--- src/rtl/arm_dmem_ctrl.sv ---
// Data-memory stage between the pipelined ARM core and a wait-stated valid/ready bus.
// Optional DMEM_WBUF_EN adds a one-entry posted write buffer in front of the bus FSM.
module arm_dmem_ctrl #(
  parameter int ADDR_W         = 30,
  parameter int TIMEOUT_CYCLES = 255
) (
  input  logic              clk,
  input  logic              reset,
  input  logic [31:0]       core_addr,
  input  logic [31:0]       core_wdata,
  input  logic [3:0]        core_be,
  input  logic              core_we,
  input  logic              core_re,
  output logic [31:0]       core_rdata,
  output logic              core_stall,
  output logic              core_err,
  output logic              mem_valid,
  input  logic              mem_ready,
  output logic [ADDR_W-1:0] mem_addr,
  output logic [31:0]       mem_wdata,
  output logic [3:0]        mem_be,
  output logic              mem_we,
  input  logic              mem_rvalid,
  input  logic [31:0]       mem_rdata
);

  typedef enum logic [1:0] {
    IDLE = 2'd0,
    REQ  = 2'd1,
    RSP  = 2'd2,
    DONE = 2'd3
  } state_t;

  localparam logic [15:0] TMO_LAST = 16'(TIMEOUT_CYCLES - 1);

  state_t              state_r;
  state_t              state_s;
  logic                req_s;
  logic                noop_s;
  logic                start_s;
  logic                abort_s;
  logic                tmo_hit_s;
  logic [15:0]         tmo_cnt_r;
  logic [ADDR_W-1:0]   addr_r;
  logic [31:0]         wdata_r;
  logic [3:0]          be_r;
  logic                we_r;
  logic [31:0]         rdata_r;
  logic                err_r;
  logic                addr_unused_s;

`ifdef DMEM_WBUF_EN
  logic                wb_valid_r;
  logic [ADDR_W-1:0]   wb_addr_r;
  logic [31:0]         wb_wdata_r;
  logic [3:0]          wb_be_r;
  logic                buf_txn_r;
  logic                start_buf_s;
  logic                wb_push_s;
`endif

  assign req_s         = core_we | core_re;
  assign noop_s        = core_we & (core_be == 4'h0);
  assign tmo_hit_s     = (tmo_cnt_r == TMO_LAST);
  assign addr_unused_s = ^core_addr[1:0];

  assign mem_addr   = addr_r;
  assign mem_wdata  = wdata_r;
  assign mem_be     = be_r;
  assign mem_we     = we_r;
  assign core_rdata = rdata_r;
  assign core_err   = err_r;

  // State register
  always_ff @(posedge clk or negedge reset) begin
    if (!reset) begin
      state_r <= IDLE;
    end else begin
      state_r <= state_s;
    end
  end

  // Next-state logic; a handshake in the last allowed cycle wins over the timeout
  always_comb begin
    state_s = state_r;
    start_s = 1'b0;
    abort_s = 1'b0;
`ifdef DMEM_WBUF_EN
    start_buf_s = 1'b0;
`endif
    case (state_r)
      IDLE: begin
`ifdef DMEM_WBUF_EN
        if (wb_valid_r) begin
          state_s     = REQ;
          start_s     = 1'b1;
          start_buf_s = 1'b1;
        end else if (core_re && !core_we) begin
          state_s = REQ;
          start_s = 1'b1;
        end else begin
          state_s = IDLE;
        end
`else
        if (req_s && !noop_s) begin
          state_s = REQ;
          start_s = 1'b1;
        end else begin
          state_s = IDLE;
        end
`endif
      end
      REQ: begin
        if (mem_ready) begin
          state_s = we_r ? DONE : RSP;
        end else if (tmo_hit_s) begin
          state_s = DONE;
          abort_s = 1'b1;
        end else begin
          state_s = REQ;
        end
      end
      RSP: begin
        if (mem_rvalid) begin
          state_s = DONE;
        end else if (tmo_hit_s) begin
          state_s = DONE;
          abort_s = 1'b1;
        end else begin
          state_s = RSP;
        end
      end
      DONE: begin
        state_s = IDLE;
      end
      default: begin
        state_s = IDLE;
      end
    endcase
  end

  // Outputs decoded from state; stall is forced low while reset is held
  always_comb begin
    mem_valid  = 1'b0;
    core_stall = 1'b0;
    if (!reset) begin
      mem_valid  = 1'b0;
      core_stall = 1'b0;
    end else begin
      mem_valid = (state_r == REQ);
`ifdef DMEM_WBUF_EN
      // Core is released only by the DONE of its own access or by a store the buffer takes
      core_stall = (((state_r == REQ) || (state_r == RSP)) && !buf_txn_r) ||
                   (req_s && !noop_s &&
                    !((state_r == DONE) && !buf_txn_r) &&
                    !((state_r == IDLE) && !wb_valid_r && core_we));
`else
      core_stall = (state_r == REQ) || (state_r == RSP) ||
                   ((state_r == IDLE) && req_s && !noop_s);
`endif
    end
  end

  // Request latch, timeout counter, read data and error pulse
  always_ff @(posedge clk or negedge reset) begin
    if (!reset) begin
      addr_r    <= '0;
      wdata_r   <= 32'h0;
      be_r      <= 4'h0;
      we_r      <= 1'b0;
      tmo_cnt_r <= 16'h0;
      rdata_r   <= 32'h0;
      err_r     <= 1'b0;
    end else begin
      if (start_s) begin
`ifdef DMEM_WBUF_EN
        if (start_buf_s) begin
          addr_r  <= wb_addr_r;
          wdata_r <= wb_wdata_r;
          be_r    <= wb_be_r;
          we_r    <= 1'b1;
        end else begin
          addr_r  <= core_addr[ADDR_W+1:2];
          wdata_r <= core_wdata;
          be_r    <= core_be;
          we_r    <= 1'b0;
        end
`else
        addr_r  <= core_addr[ADDR_W+1:2];
        wdata_r <= core_wdata;
        be_r    <= core_be;
        we_r    <= core_we;
`endif
        tmo_cnt_r <= 16'h0;
      end else if (((state_r == REQ) || (state_r == RSP)) && (tmo_cnt_r != 16'hFFFF)) begin
        tmo_cnt_r <= tmo_cnt_r + 16'h1;
      end else begin
        tmo_cnt_r <= tmo_cnt_r;
      end

      if ((state_r == RSP) && mem_rvalid) begin
        rdata_r <= mem_rdata;
      end else if (abort_s) begin
        rdata_r <= 32'h0;
      end else begin
        rdata_r <= rdata_r;
      end

      err_r <= abort_s;
    end
  end

`ifdef DMEM_WBUF_EN
  assign wb_push_s = (state_r == IDLE) && !wb_valid_r && core_we && !noop_s;

  // Posted write buffer and ownership of the access in flight
  always_ff @(posedge clk or negedge reset) begin
    if (!reset) begin
      wb_valid_r <= 1'b0;
      wb_addr_r  <= '0;
      wb_wdata_r <= 32'h0;
      wb_be_r    <= 4'h0;
      buf_txn_r  <= 1'b0;
    end else begin
      if (wb_push_s) begin
        wb_valid_r <= 1'b1;
        wb_addr_r  <= core_addr[ADDR_W+1:2];
        wb_wdata_r <= core_wdata;
        wb_be_r    <= core_be;
      end else if (start_buf_s) begin
        wb_valid_r <= 1'b0;
      end else begin
        wb_valid_r <= wb_valid_r;
      end

      if (start_s) begin
        buf_txn_r <= start_buf_s;
      end else begin
        buf_txn_r <= buf_txn_r;
      end
    end
  end
`endif

endmodule

--- config.mk ---
export PLATFORM = sky130hd
export DESIGN_NAME = arm_dmem_ctrl
export DESIGN_NICKNAME = d
export VERILOG_FILES = /design/src/rtl/arm_dmem_ctrl.sv
export SDC_FILE = /design/constraint.sdc
export NUM_CORES = 1
export LEC_CHECK = 0
export CORE_ASPECT_RATIO = 0.9
export CORE_UTILIZATION = 43
export DETAILED_ROUTE_END_ITERATION = 6
export HOLD_SLACK_MARGIN = 0.05
export PLACE_DENSITY = 0.8
export SLEW_MARGIN = 10
export SYNTH_ARGS = -nofsm -noshare
export SYNTH_HDL_FRONTEND = slang
export SYNTH_SLANG_ARGS = --single-unit
export TNS_END_PERCENT = 5
--- constraint.sdc ---
create_clock -name clk -period 2.25 [get_ports clk]
set_input_delay 0.3375 -clock clk [delete_from_list [all_inputs] [get_ports clk]]
set_output_delay 0.3375 -clock clk [all_outputs]
set_load 0.01 [all_outputs]
# == Word level (Yosys, flattened, before mapping) ==
# Cells that the tools add are included.
# totals
regBits,118
inputBits,106
output_inout_bits,102
word_cells,47
# classes
add_sub_neg,1
eq_ne,5
n_mux,19
n_bitwise,2
n_reduce_logical,12
# ops
operator,count
32-bit two-way mux,2
16-bit two-way mux,2
"16-bit by 1-bit adder with 16-bit output, second input constant",1
"16-bit by 8-bit == test with 1-bit output, second input constant",1
"16-bit != test, second input constant",1
1-bit two-way mux,11
2-bit one-hot mux with 4 select lines,1
1-bit logical AND,5
"2-bit == test, second input constant",2
4-bit logical NOT,1
2-bit two-way mux,2
2-bit nonzero test,2
"2-bit by 1-bit == test with 1-bit output, second input constant",1
2-bit logical NOT,1
1-bit logical OR,2
1-bit one-hot mux with 2 select lines,1
1-bit AND,1
1-bit logical NOT,1
1-bit OR,1

# == Depth between registers and ports, before layout ==
# logic_depth
ltp_word,7
ltp_mapped,7

# == Least setup slack after synthesis ==
# No wires, ideal clock.
# synth_path
kind,register to register
startpoint,reg state_r[0]
endpoint,reg tmo_cnt_r[11]
setup_ps,78
arrival_time_ps,1986
required_time_ps,2172
setup_slack_ps,186
path_stages_with_launch,8
n_path_buf,1
cell_sequence,dfrtp_1 inv_1 ha_1 buf_2 nand4_1 or4_1 or4_1 a21oi_1
# synth_via
elab_chain_len,4
elab_cells_between_ends,8
# synth_lines
item,line_no,text
"start, declared",36,state_t state_r;
"start signal, assigned",79,state_r <= state_s;
2-bit by 1-bit == test with 1-bit output / 2-bit == test (equally long branches),195,end else if (((state_r == REQ) || (state_r == RSP)) && (tmo_cnt_r != 16'hFFFF)) begin
1-bit logical OR,195,
1-bit logical AND,195,
2-bit nonzero test (no source line),--,
"end signal, assigned",196,tmo_cnt_r <= tmo_cnt_r + 16'h1;
"end signal, assigned",198,tmo_cnt_r <= tmo_cnt_r;
"end, declared",43,logic [15:0] tmo_cnt_r;
# Several ways; a longest one is shown, not always the timed one.
# A chain may end at the register's enable or synchronous reset.

# == Worst setup path after layout ==
# layout_path
startpoint,in core_be[1]
endpoint,out core_stall
# layout_via
elab_chain_len,6
# layout_lines
item,line_no,text
"start, declared",11,"input logic [3:0] core_be,"
4-bit logical NOT,63,assign noop_s = core_we & (core_be == 4'h0);
1-bit AND,63,
1-bit logical NOT,159,((state_r == IDLE) && req_s && !noop_s);
1-bit logical AND,159,
1-bit logical OR,158,core_stall = (state_r == REQ) || (state_r == RSP) ||
1-bit two-way mux,146,if (!reset) begin
"end, declared",15,"output logic core_stall,"
# Every way passes these cells.

==> flow_summary_export.csv <==
group,metric,value,unit
final_layout,drive_above_1_share,0.0888,
grt,overflow,0,
hold_path,hold_path_end,"mem_addr[28]$_DFFE_PN0N_",
timing,finalSetupTns,0,ns
worst_setup_path,path_buf_inv,2,
timing,skew,0.00852,ns
drt,vias,4812,
drt,drt_wl_total,14600,um
grt,grt_max_degree,83,
timing,setup_violations,0,
die,ios,208,
worst_setup_path,crit_cells,5,
final_layout,final_core_util,0.694,
die,fp.dieH,106,um
drt,drt-wirelength-per-cell,15.4,um
clock_network,clk_latency,0.42,ns
timing,fmax,459,MHz
drt,via_per_inst,5.10,
power,p_per_area,1210,mW/mm^2
synthesis,yosys.area.top_type_share,0.575,
drt,dr.pass1.iters,5,
grt,grt.total_usage,0.247,
power,irDropWorstVdd,0.000847,V
outcome,status,"finished clean",
die,dieArea,0.0124,sq mm
clock_network,htreeDepth,4,
worst_setup_path,worstPathCellList,"clkdlybuf4s50_1 -> o41a_1 -> o21ai_4 -> a21boi_1 -> dlygate4sd2_1",
clock_network,cts_tree,"built",
synthesis,synth_area_leader_cell,"dfrtp_1",
worst_setup_path,critPathLaunchType,"input port",
worst_setup_path,cp.required,1.91,ns
synthesis,ys_ff_latch,118,
synthesis,yosysWarnings,0,
synthesis,ys_types,37,
final_layout,area_growth,55.8,%
worst_setup_path,max_stage_delay,0.49,ns
timing,period_share,0.968,
run,drv_cap,0,
drt,drt_iter0_drc,294,
die,initial_core_util,0.446,
synthesis,async_flop_share,1.00,
drt,drcViolationCount,0,
die,die_w,117,um
worst_setup_path,r2r_slack,0.09,ns
timing,finalCriticalPeriod,2.18,ns
clock_network,clk_pin_slew,0.05,ns
synthesis,synthesis.nets,674,
final_layout,fin_nets,889,
synthesis,syn_area_per_cell,9.14,sq um
worst_setup_path,arrival,1.84,ns
hold_path,hp-class,"in2reg",
power,leakage,0.00380,uW
synthesis,synthesis.instances,562,
clock_network,cts_made_buffers,17,
worst_setup_path,worst_setup_path_end_kind,"output port",
placement,place_congestion,0.816,
timing,slew_headroom,0.317,
grt,grt_first_pass_wirelength,23200,um
placement,hpwl,10100,um
clock_network,cts_buffer_depth,2,
hold_path,hold_path_startpoint,"core_addr[30]",
synthesis,synth_area_leaders,"dfrtp_1 57%, nand2_1 18%, a22oi_1 4.8%",
grt,grt_pass1_vias,4798,
worst_setup_path,path_class,"in2out",
synthesis,ys_seq_area_frac,0.575,
final_layout,n_fill_cell,838,
synthesis,synth-edff-count,0,
worst_setup_path,reg2reg_depth,5,
synthesis,synth_area,0.00514,sq mm
drt,antenna_left,0,
die,core_area,0.0115,sq mm
clock_network,clockRootBuffer,"clkbuf_16",
grt,antenna_found_initial,0,
final_layout,n_antenna_cell,0,
worst_setup_path,r2r_end,"core_rdata[6]$_DFFE_PN0P_",
timing,drv_slew,0,
worst_setup_path,path_delay_family,"compound AO/OA/AOI/OAI gates",
synthesis,ys.flop_type,"dfrtp_1",
timing,hold_viol,0,
power,totalPowerFinal,9710,uW
timing,worst_pin_slew,1.03,ns
worst_setup_path,cp_max_fo,2,
placement,numPortBuffers,205,
worst_setup_path,cpMaxStageDelayCell,"o41a_1",
clock_network,cts.sinks,118,
die,rows,37,
worst_setup_path,rr_startpoint,"tmo_cnt_r[13]$_DFFE_PN0P_",
hold_path,whs_path_depth,3,
[through the flow]
stage / hold slack, ns / area, sq um / setup WS [ns] / instances
finish: 0.445 / 8000 / 0.0709 / 944
CTS: 0.439 / 7990 / 0.0246 / 944
global route: 0.443 / 8000 / -0.00754 / 944
global placement: 0.440 / 7450 / -0.172 / 913
floorplan: 0.0419 / 5140 / 0.186 / 562
detailed placement: 0.453 / 7450 / -0.205 / 913
[placed cells by master, fill, tap and decap left out, types with 2 or more instances in the layout]
cell and count:
clkbuf_16 17, o21ai_1 10, nor3_1 5, dfrtp_1 118, ha_1 5, nor2_1 6, o21ai_0 21, nor4_1 5
nand3_1 7, or4_1 6, mux2i_1 3, nand2_1 243, clkdlybuf4s50_1 202, a22oi_1 33, a31oi_1 2, nand2b_1 5
or4_4 3, or3_1 4, buf_4 18, a21oi_1 12, o21ai_2 10, clkbuf_1 5, o31ai_1 3, buf_12 3
nor2b_1 2, clkbuf_8 5, nand4_1 5, inv_1 8, or2_2 2, clkinv_2 2
[layout make-up]
cell class	instances	area, sq um	area share
multi-input cells	406	2040	0.255
clock buffers	27	513	0.0641
inverters	8	30.0	0.00375
flip-flops and latches	118	2950	0.369
repair buffers	226	2250	0.281
clock inverters	3	17.5	0.00219
well taps	156	195	0.0244
[power by group]
group | total, uW | switching [uW] | leakage (uW) | internal (uW)
clock | 2430 | 892 | 0.000259 | 1540
combinational | 4040 | 2020 | 0.00217 | 2010
sequential | 3250 | 427 | 0.00137 | 2820
total | 9710 | 3340 | 0.00380 | 6370
[repair_timing]
item                                    CTS  global route
pin swaps                                 0             1
buffers inserted                          0             0
endpoints found under the hold margin    36             0
hold buffers                              1             0
gates resized for setup                   2             6
endpoints found under the setup margin    1            35
[cells by family after synthesis]
kind of cell / count (synthesis) / share of synthesized area
buffers and inverters: 38 / 0.0326
AND/OR/NAND/NOR: 300 / 0.248
AO/OA/AOI/OAI: 97 / 0.124
multiplexers: 3 / 0.00585
flip-flops: 118 / 0.575
adder cells (fa/ha/maj): 6 / 0.0146
[tightest hold or removal path: cells and delay by family]
family,cells,cell delay [ns]
simple gates,2,0.09
buf+inv,1,0.39
[per-layer routing]
layer  wire [um]  part of all wire  track usage
met5           0                 0            0
met4         338             0.023       0.0940
met1        5810              0.40        0.289
met3        1560              0.11        0.116
met2        6850              0.47        0.390
[worst max path at each step]
| stage | startpoint | to | slack (ns) |
|---|---|---|---|
| floorplan | state_r[0]$_DFF_PN0_ | tmo_cnt_r[11]$_DFFE_PN0P_ | 0.19 |
| global placement | core_we | core_stall | -0.17 |
| detailed placement | core_we | core_stall | -0.20 |
| CTS | state_r[0]$_DFF_PN0_ | core_rdata[6]$_DFFE_PN0P_ | 0.02 |
| global route | state_r[0]$_DFF_PN0_ | tmo_cnt_r[9]$_DFFE_PN0P_ | -0.008 |
| finish | core_be[1] | core_stall | 0.07 |
[sequential cells by signal, summed over array words and instances, names as in the netlist, named ones only]
| signal | count |
|---|---|
| core_err | 1 |
| core_rdata | 32 |
| mem_addr | 30 |
| mem_be | 4 |
| mem_wdata | 32 |
| mem_we | 1 |
| state_r | 1 |
| tmo_cnt_r | 16 |
[cell usage after synthesis, types with 7 or more instances]
library cell  count
a21oi_1          12
a22oi_1          33
clkbuf_1         22
dfrtp_1         118
inv_1             8
nand2_1         243
nand3_1           7
nor2_1            7
o21ai_0          21
o21ai_1          11
o21ai_2          10
or4_1             8
No activity file was read; power rests on OpenSTA's default activity.
